<file path="src/rtl/moesi_req_arbiter_if.sv">
// ---------------------------------------------------------------------------
// moesi_req_arbiter_if
// Groups the processor-side handshake and the directory-side request bus of
// the MOESI request arbiter into one bundle.
//
// Signals:
//   cpu_valid [2:0]  processor i presents a request
//   cpu_wr    [2:0]  processor i request is a write (1) or read (0)
//   cpu_ready [2:0]  FIFO i can accept a request this cycle
//   dir_stall        directory refuses a request this cycle
//   req_proc  [1:0]  processor ID of the issued request
//   read_req         one-cycle pulse: issued request is a read
//   write_req        one-cycle pulse: issued request is a write
//   issue_ack [2:0]  one-hot pulse naming the processor that was issued
//
// Modports:
//   slave  - the arbiter itself
//   master - the processors/directory side (or a testbench standing in)
// ---------------------------------------------------------------------------
interface moesi_req_arbiter_if;
    logic [2:0] cpu_valid;
    logic [2:0] cpu_wr;
    logic [2:0] cpu_ready;
    logic       dir_stall;
    logic [1:0] req_proc;
    logic       read_req;
    logic       write_req;
    logic [2:0] issue_ack;

    modport slave (
        input  cpu_valid,
        input  cpu_wr,
        input  dir_stall,
        output cpu_ready,
        output req_proc,
        output read_req,
        output write_req,
        output issue_ack
    );

    modport master (
        output cpu_valid,
        output cpu_wr,
        output dir_stall,
        input  cpu_ready,
        input  req_proc,
        input  read_req,
        input  write_req,
        input  issue_ack
    );
endinterface

</file>
<file path="src/rtl/moesi_req_arbiter.sv">
// ---------------------------------------------------------------------------
// moesi_req_arbiter
// Front end of the distributed MOESI directory. Each of three processors
// pushes read/write requests into its own small FIFO; every cycle one
// non-empty FIFO is chosen round-robin and its head request is presented to
// the directory on registered outputs, so the directory sees at most one
// request per cycle.
//
// Ports:
//   clk    - clock, all state updates on the rising edge
//   reset  - asynchronous, active-high; discards all queued requests
//   bus    - moesi_req_arbiter_if.slave: processor handshake
//            (cpu_valid/cpu_wr/cpu_ready) and directory request bus
//            (dir_stall/req_proc/read_req/write_req/issue_ack)
//
// Parameters:
//   FIFO_DEPTH - entries per processor FIFO (power of two, >= 2)
//   PTR_W      - log2(FIFO_DEPTH)
// ---------------------------------------------------------------------------
module moesi_req_arbiter #(
    parameter int FIFO_DEPTH = 4,
    parameter int PTR_W      = 2
) (
    input  logic               clk,
    input  logic               reset,
    moesi_req_arbiter_if.slave bus
);

    localparam logic [PTR_W:0] DEPTH_COUNT = (PTR_W+1)'(FIFO_DEPTH);

    logic [2:0] w_full;
    logic [2:0] w_empty;
    logic [2:0] w_push;
    logic [2:0] w_pop;
    logic [2:0] w_head;

    logic       w_grantValid;
    logic [1:0] w_grantIdx;
    logic [1:0] w_order [3];

    logic [1:0] r_rrPtr;
    logic [1:0] r_reqProc;
    logic       r_readReq;
    logic       r_writeReq;
    logic [2:0] r_issueAck;

    // Ready comes only from the registered count, so a FIFO that is full
    // refuses a push even in a cycle where it is also being popped.
    assign bus.cpu_ready = ~w_full;
    assign w_push        = bus.cpu_valid & ~w_full;

    genvar gi;
    generate
        for (gi = 0; gi < 3; gi++) begin : g_fifo
            logic [FIFO_DEPTH-1:0] r_mem;
            logic [PTR_W-1:0]      r_wrPtr;
            logic [PTR_W-1:0]      r_rdPtr;
            logic [PTR_W:0]        r_count;

            assign w_full[gi]  = (r_count == DEPTH_COUNT);
            assign w_empty[gi] = (r_count == '0);
            assign w_head[gi]  = r_mem[r_rdPtr];
            assign w_pop[gi]   = w_grantValid && (w_grantIdx == 2'(gi));

            // Per-processor op FIFO. Each entry is just the write flag.
            // Pointers wrap naturally at FIFO_DEPTH; a simultaneous push and
            // pop moves both pointers and leaves the count alone.
            always_ff @(posedge clk or posedge reset) begin
                if (reset) begin
                    r_mem   <= '0;
                    r_wrPtr <= '0;
                    r_rdPtr <= '0;
                    r_count <= '0;
                end else begin
                    if (w_push[gi]) begin
                        r_mem[r_wrPtr] <= bus.cpu_wr[gi];
                        r_wrPtr        <= r_wrPtr + 1'b1;
                    end
                    if (w_pop[gi]) begin
                        r_rdPtr <= r_rdPtr + 1'b1;
                    end
                    if (w_push[gi] && !w_pop[gi]) begin
                        r_count <= r_count + 1'b1;
                    end else if (!w_push[gi] && w_pop[gi]) begin
                        r_count <= r_count - 1'b1;
                    end
                end
            end
        end
    endgenerate

    // Scan order starting at the round-robin pointer. A pointer value of 3
    // cannot be reached, but if it ever were it behaves like 0.
    always_comb begin
        w_order[0] = 2'd0;
        w_order[1] = 2'd1;
        w_order[2] = 2'd2;
        case (r_rrPtr)
            2'd1: begin
                w_order[0] = 2'd1;
                w_order[1] = 2'd2;
                w_order[2] = 2'd0;
            end
            2'd2: begin
                w_order[0] = 2'd2;
                w_order[1] = 2'd0;
                w_order[2] = 2'd1;
            end
            default: begin
                w_order[0] = 2'd0;
                w_order[1] = 2'd1;
                w_order[2] = 2'd2;
            end
        endcase
    end

    // Grant selection. Walking the scan order backwards lets the earliest
    // non-empty FIFO in round-robin order overwrite any later candidate.
    // Only registered FIFO state is looked at, so a request pushed on this
    // edge cannot be granted before the next one.
    always_comb begin
        w_grantValid = 1'b0;
        w_grantIdx   = 2'd0;
        if (!bus.dir_stall) begin
            for (int k = 2; k >= 0; k--) begin
                if (!w_empty[w_order[k]]) begin
                    w_grantValid = 1'b1;
                    w_grantIdx   = w_order[k];
                end
            end
        end
    end

    // Registered directory request. Pulses clear on any idle cycle while
    // req_proc keeps naming the last processor issued. The pointer moves
    // to the processor just after the winner.
    always_ff @(posedge clk or posedge reset) begin
        if (reset) begin
            r_rrPtr    <= 2'd0;
            r_reqProc  <= 2'd0;
            r_readReq  <= 1'b0;
            r_writeReq <= 1'b0;
            r_issueAck <= 3'b000;
        end else if (w_grantValid) begin
            r_reqProc  <= w_grantIdx;
            r_readReq  <= ~w_head[w_grantIdx];
            r_writeReq <= w_head[w_grantIdx];
            r_issueAck <= 3'b001 << w_grantIdx;
            r_rrPtr    <= (w_grantIdx == 2'd2) ? 2'd0 : w_grantIdx + 2'd1;
        end else begin
            r_readReq  <= 1'b0;
            r_writeReq <= 1'b0;
            r_issueAck <= 3'b000;
        end
    end

    assign bus.req_proc  = r_reqProc;
    assign bus.read_req  = r_readReq;
    assign bus.write_req = r_writeReq;
    assign bus.issue_ack = r_issueAck;

endmodule

</file>
<file path="src/flat_wrapper.sv">
// flat-port wrapper written by rule: the top's interface ports become plain ports
module moesi_req_arbiter_flat 
#(
    parameter int FIFO_DEPTH = 4,
    parameter int PTR_W      = 2
)
  (clk, reset, bus_cpu_valid, bus_cpu_wr, bus_dir_stall, bus_cpu_ready, bus_req_proc, bus_read_req, bus_write_req, bus_issue_ack);
  moesi_req_arbiter_if bus_i ();
  input  logic clk;
  input  logic reset;
  input wire logic [$bits(bus_i.cpu_valid)-1:0] bus_cpu_valid;
  input wire logic [$bits(bus_i.cpu_wr)-1:0] bus_cpu_wr;
  input wire logic [$bits(bus_i.dir_stall)-1:0] bus_dir_stall;
  output wire logic [$bits(bus_i.cpu_ready)-1:0] bus_cpu_ready;
  output wire logic [$bits(bus_i.req_proc)-1:0] bus_req_proc;
  output wire logic [$bits(bus_i.read_req)-1:0] bus_read_req;
  output wire logic [$bits(bus_i.write_req)-1:0] bus_write_req;
  output wire logic [$bits(bus_i.issue_ack)-1:0] bus_issue_ack;
  assign bus_i.cpu_valid = bus_cpu_valid;
  assign bus_i.cpu_wr = bus_cpu_wr;
  assign bus_i.dir_stall = bus_dir_stall;
  assign bus_cpu_ready = bus_i.cpu_ready;
  assign bus_req_proc = bus_i.req_proc;
  assign bus_read_req = bus_i.read_req;
  assign bus_write_req = bus_i.write_req;
  assign bus_issue_ack = bus_i.issue_ack;
  moesi_req_arbiter #(.FIFO_DEPTH(FIFO_DEPTH), .PTR_W(PTR_W)) u_core (.clk(clk), .reset(reset), .bus(bus_i));
endmodule
</file>
<file path="config.mk">
export PLATFORM = sky130hd
export DESIGN_NAME = moesi_req_arbiter_flat
export DESIGN_NICKNAME = d
export VERILOG_FILES = /design/src/rtl/moesi_req_arbiter_if.sv /design/src/rtl/moesi_req_arbiter.sv /design/src/flat_wrapper.sv
export SDC_FILE = /design/constraint.sdc
export NUM_CORES = 1
export LEC_CHECK = 0
export BUFFER_PORTS_ARGS = -buffer_cell sky130_fd_sc_hd__buf_4
export CAP_MARGIN = 30
export CORE_MARGIN = 3
export CORE_UTILIZATION = 63
export CTS_BUF_LIST = sky130_fd_sc_hd__clkbuf_2 sky130_fd_sc_hd__clkbuf_4 sky130_fd_sc_hd__clkbuf_8
export DETAILED_ROUTE_END_ITERATION = 8
export GPL_TIMING_DRIVEN = 0
export PLACE_DENSITY = 0.83
export SYNTH_ARGS = -nofsm -noshare
export SYNTH_HDL_FRONTEND = slang
export SYNTH_SLANG_ARGS = --single-unit
</file>
<file path="constraint.sdc">
create_clock -name clk -period 9.1 [get_ports clk]
set_input_delay 0.91 -clock clk [delete_from_list [all_inputs] [get_ports clk]]
set_output_delay 0.91 -clock clk [all_outputs]
set_load 0.02 [all_outputs]
</file>
After elaboration in Yosys (flattened, before gate mapping)
Cells that the tools add are included.
{"block": "totals", "word_cells": 121, "register_bits": 42}
{"block": "op_classes", "n_eq_ne": 7, "magnitude_cmp": 13, "shifts": 1, "n_mux": 42, "reduce_logical": 25, "add_sub_neg": 13, "n_bitwise": 3}
{"operator": "$lt A2 B3 Y1 const B", "count": 10}
{"operator": "$mux W3", "count": 7}
{"operator": "$mux W1", "count": 16}
{"operator": "$add A2 B1 Y2 const B", "count": 7}
{"operator": "$bmux W1 S2", "count": 7}
{"operator": "$bwmux W4", "count": 3}
{"operator": "$logic_and A1 B1 Y1", "count": 12}
{"operator": "$pmux W6 S2", "count": 1}
{"operator": "$mux W2", "count": 5}
{"operator": "$add A3 B1 Y3 const B", "count": 3}
{"operator": "$eq A3 B3 Y1 const B", "count": 3}
{"operator": "$logic_not A3 Y1", "count": 3}
{"operator": "$sub A3 B1 Y3 const B", "count": 3}
{"operator": "$demux W1 S2", "count": 3}
{"operator": "$ge A2 B1 Y1 const B", "count": 3}
{"operator": "$logic_not A1 Y1", "count": 6}
{"operator": "$reduce_bool A2 Y1", "count": 3}
{"operator": "$eq A2 B1 Y1 const B", "count": 2}
{"operator": "$eq A2 B2 Y1 const B", "count": 2}
{"operator": "$and A3 B3 Y3", "count": 1}
{"operator": "$not A3 Y3", "count": 1}
{"operator": "$shl A1 B2 Y3 const A", "count": 1}
{"operator": "$logic_not A2 Y1", "count": 1}
{"operator": "$not A1 Y1", "count": 1}

Logic depth before layout (Yosys ltp)
{"block": "depth", "word_depth": 13, "depth_mapped": 14, "mapped_depth_nobuf": 13}

Worst setup path after synthesis
OpenSTA, ideal clock, no wires.
{"block": "synth_path", "path_type": "register to register", "start": "register u_core.r_rrPtr[0]", "end": "register u_core.g_fifo[0].r_count[2]", "stages_incl_launch_ff": 13, "required_ns": 9.021, "arrival_time_ns": 2.920, "synth_period_minus_slack_ns": 2.999, "setup_slack_ns": 6.101, "cell_sequence": "dfrtp_1 inv_1 ha_1 or4_2 a2111oi_2 a311oi_1 nand3_1 ha_1 inv_1 fa_1 xor2_1 nor2_1 xor2_1"}
{"block": "synth_between", "elab_chain_cells": 13, "word_cells_on_any_way": 24}
{"element": "start, declared", "line_no": "moesi_req_arbiter.sv:41", "rtl": "logic [1:0] r_rrPtr;"}
{"element": "start signal, assigned", "line_no": "moesi_req_arbiter.sv:149", "rtl": "r_rrPtr <= (w_grantIdx == 2'd2) ? 2'd0 : w_grantIdx + 2'd1;"}
{"element": "$eq A2 B2 Y1 / $eq A2 B1 Y1 (equally long branches)", "line_no": "moesi_req_arbiter.sv:98", "rtl": "case (r_rrPtr)"}
{"element": "$pmux W6 S2 (*)", "line_no": "moesi_req_arbiter.sv:98"}
{"element": "$bmux W1 S2", "line_no": "moesi_req_arbiter.sv:126", "rtl": "if (!w_empty[w_order[k]]) begin"}
{"element": "$mux W1 (implied by the code)", "line_no": "moesi_req_arbiter.sv:126"}
{"element": "$mux W2 (3 in a row)", "line_no": "moesi_req_arbiter.sv:126"}
{"element": "$mux W2", "line_no": "moesi_req_arbiter.sv:124", "rtl": "if (!bus.dir_stall) begin"}
{"element": "$logic_not A2 Y1", "line_no": "moesi_req_arbiter.sv:63", "rtl": "assign w_pop[gi] = w_grantValid && (w_grantIdx == 2'(gi));"}
{"element": "$logic_and A1 B1 Y1 (*)", "line_no": "moesi_req_arbiter.sv:63"}
{"element": "$logic_not A1 Y1", "line_no": "moesi_req_arbiter.sv:82", "rtl": "if (w_push[gi] && !w_pop[gi]) begin"}
{"element": "$logic_and A1 B1 Y1", "line_no": "moesi_req_arbiter.sv:82"}
{"element": "$mux W3 / $reduce_bool A2 Y1 (equally long branches)"}
{"element": "end signal, assigned", "line_no": "moesi_req_arbiter.sv:83", "rtl": "r_count <= r_count + 1'b1;"}
{"element": "end signal, assigned", "line_no": "moesi_req_arbiter.sv:85", "rtl": "r_count <= r_count - 1'b1;"}
{"element": "end, declared", "line_no": "moesi_req_arbiter.sv:58", "rtl": "logic [PTR_W:0] r_count;"}
Every way passes the cells marked *; elsewhere a longest branch is shown, timed or not. The select of a mux whose other input is x is not followed.
A chain may end at the register's enable or synchronous reset.

Worst setup path after layout
Same ends and word-level chain as after synthesis.

==> summary.txt <==
Kind of critical path - flip-flop to flip-flop
Grt ovf - 0
Syn Nets - 217
Max Fclk - 0.301 GHz
Sequential cell area fraction in the yosys report - 47.1%
Placed insts - 250
Worst slew margin - 43.0%
HPWL Detailed - 2670 µm
DRT antenna net count - 0
Drt pass-1 iters - 4
Fill cell count - 229
Leak - 1.15 nW
Post-synth cell types - 39
Asr flop ratio synth - 100%
HP Class - flip-flop to flip-flop
Die H - 65.5 µm
Slew of the pin with the lowest slew margin - 0.853 ns
FP Rows - 20
Buffers added on ports - 18
Pre-CTS WS - 5.80 ns
DR WL/cell - 14.3 µm
Multi-input gate area - 1090 µm²
Register area - 1050 µm²
Final instance area - 2480 µm²
CP Capture Type - flip-flop
Final critical-path share of the clock period - 36.5%
Max Root-Sink Buffers - 2
Via Count - 1,382
Cells after Synth - 188
Clock tree from TritonCTS - yes
Root buf cell - clkbuf_4
Final core occ - 77.5%
Status - finished clean
CP peak stage delay - 0.67 ns
# setup viols final - 0
Maximum vdd drop - 0.193 mV
Post-route setup TNS - 0 ns
Die area - 4290 µm²
Finished Layout Cells - 258
CP arrival - 3.63 ns
Final hold viol count - 0
Total core area - 3200 µm²
Initial antenna violation count - 0
Worst EP required - 9.41 ns
Final WL - 3680 µm
First-pass GRT wire length - 6610 µm
Critical path cell sequence - inv_1 > ha_1 > or4_2 > a2111oi_2 > a311oi_1 > nand3_1 > ha_1 > inv_1 > fa_1 > xor2_1 > nor2_1 > xor2_1
NumNets Final - 242
Clock slew at reported path FFs - 0.14 ns
EDFF count, synth - 0
Commonest non-fill, non-tap cell in the layout - dfrtp_1
Clk_skew - 0.0170 ns
Slew Limit Fails - 0
Crit Path Max Fanout - 7
Ys flop type - dfrtp_1
Largest net degree at the start of global routing - 43
Yosys reg bits - 42
Cts bufs inserted - 5
Vias in the first global route - 1,434
Pwr dens - 378 nW/µm²
Bufs and invs on worst path - 2
Sequential group share of total power - 38.7%
Switching Fraction - 40.7%
Hold WS - 0.502 ns
Worst Slack Setup Final - 5.78 ns
Psw - 382 µW
Die W - 65.5 µm
Resized Gates After CTS - 0
Synth warn - 0
Mapped Avg Cell Area - 11.9 µm²
DRC Markers - 0
Layout cell share with drive strength beyond 1 - 27.1%
Crit-path leading delay family - simple AND/OR/NAND/NOR gates
Initial drt markers - 38
Commonest cells after routing, fill and taps aside - 42 x dfrtp_1, 20 x nand2_1, 18 x buf_4
Critical path startpoint category - flip-flop
# hold bufs at CTS - 0
Final Power - 938 µW
Worst path slowest cell - or4_2
Int Pwr - 556 µW
Top-level port count - 19
Post-CTS setup buffers - 0
Synthesized area - 2230 µm²
Area delta synth->final - 11.2%
Antenna diodes - 0
GRT Util Overall - 20.6%
FF-to-FF setup slack - 5.78 ns
Tmin final - 3.32 ns
Clock latency on the worst-skew pair - 0.37 ns
Comb pwr share - 51.0%
Post-DP Area - 2420 µm²
Vias/cell - 5.36
Starting Density - 69.7%
Max_cap viols - 0
Unrepaired setup endpoints after global routing - false
Placer Congestion - 0.788
H-tree levels - 2
Clock power share - 10.3%
Num Clock Sinks - 42
## layer usage
metal	vias up	track usage (%)	wire length, µm
li1	682	-	-
met1	678	26.7	1680
met2	15	33.2	1820
met3	7	4.10	103
met4	0	10.1	90
met5	-	0	0
## state kept, by name (all words and copies together), names as in the netlist
| register | count |
|---|---|
| u_core.g_fifo.r_mem | 12 |
| u_core.g_fifo.r_count | 9 |
| u_core.g_fifo.r_rdPtr | 6 |
| u_core.g_fifo.r_wrPtr | 6 |
| u_core.bus.issue_ack | 3 |
| u_core.bus.req_proc | 2 |
| u_core.r_rrPtr | 2 |
| u_core.bus.read_req | 1 |
| u_core.bus.write_req | 1 |
## cells in the mapped netlist (all sizes together) (4+ instances only)
cell	n	area share (%)
ha	17	9.5
and2	4	1.2
o21ai	8	2.3
inv	18	3.0
nor2	9	1.6
mux2	15	7.6
dfrtp	42	47
xor2	8	3.1
nand2	20	3.4
xnor2	10	3.9
## final timing paths
check | start | end | cells after the start
setup / recovery | u_core.r_rrPtr[0]$_DFFE_PP0P_ | u_core.g_fifo[0].r_count[2]$_DFFE_PP0P_ | 12
hold reg to reg | u_core.g_fifo[2].r_rdPtr[1]$_DFFE_PP0P_ | u_core.g_fifo[2].r_rdPtr[1]$_DFFE_PP0P_ | 1
hold / removal | u_core.g_fifo[2].r_rdPtr[1]$_DFFE_PP0P_ | u_core.g_fifo[2].r_rdPtr[1]$_DFFE_PP0P_ | 1
setup reg to reg | u_core.r_rrPtr[0]$_DFFE_PP0P_ | u_core.g_fifo[0].r_count[2]$_DFFE_PP0P_ | 12
min in group asynchronous | reset | u_core.bus.write_req$_DFF_PP0_ | 2
max in group asynchronous | reset | u_core.g_fifo[1].r_count[1]$_DFFE_PP0P_ | 2
## area by class of cell
cell class,count,share of cell area (%)
tap,44,2.22
inverter,18,2.72
buffer,4,0.908
sequential,42,42.4
timing repair buffer,18,5.45
clock inverter,3,0.857
clock buffer,5,1.51
multi-input combinational,124,44.0
## power groups by stage
stage | clock network, mW | logic, mW | registers [mW]
4_1_cts | 0.0989 | 0.485 | 0.362
6_report | 0.0965 | 0.479 | 0.363
3_5_place_dp | 0 | 0.483 | 0.366
2_1_floorplan | 0 | 0.366 | 0.363
5_1_grt | 0.109 | 0.539 | 0.379
3_3_place_gp | 0 | 0.454 | 0.359
## cell families (layout without fill, tap and decap cells)
logic type / count (synthesis) / after routing / synth area share, %
fa+ha+maj: 20 / 20 / 12.2
buf+inv: 22 / 48 / 4.04
compound gates: 19 / 19 / 7.57
simple gates: 48 / 48 / 11.0
flops: 42 / 42 / 47.1
xor+xnor: 18 / 18 / 7.06
mux: 19 / 19 / 11.0
No activity file was read; power rests on OpenSTA's default activity.
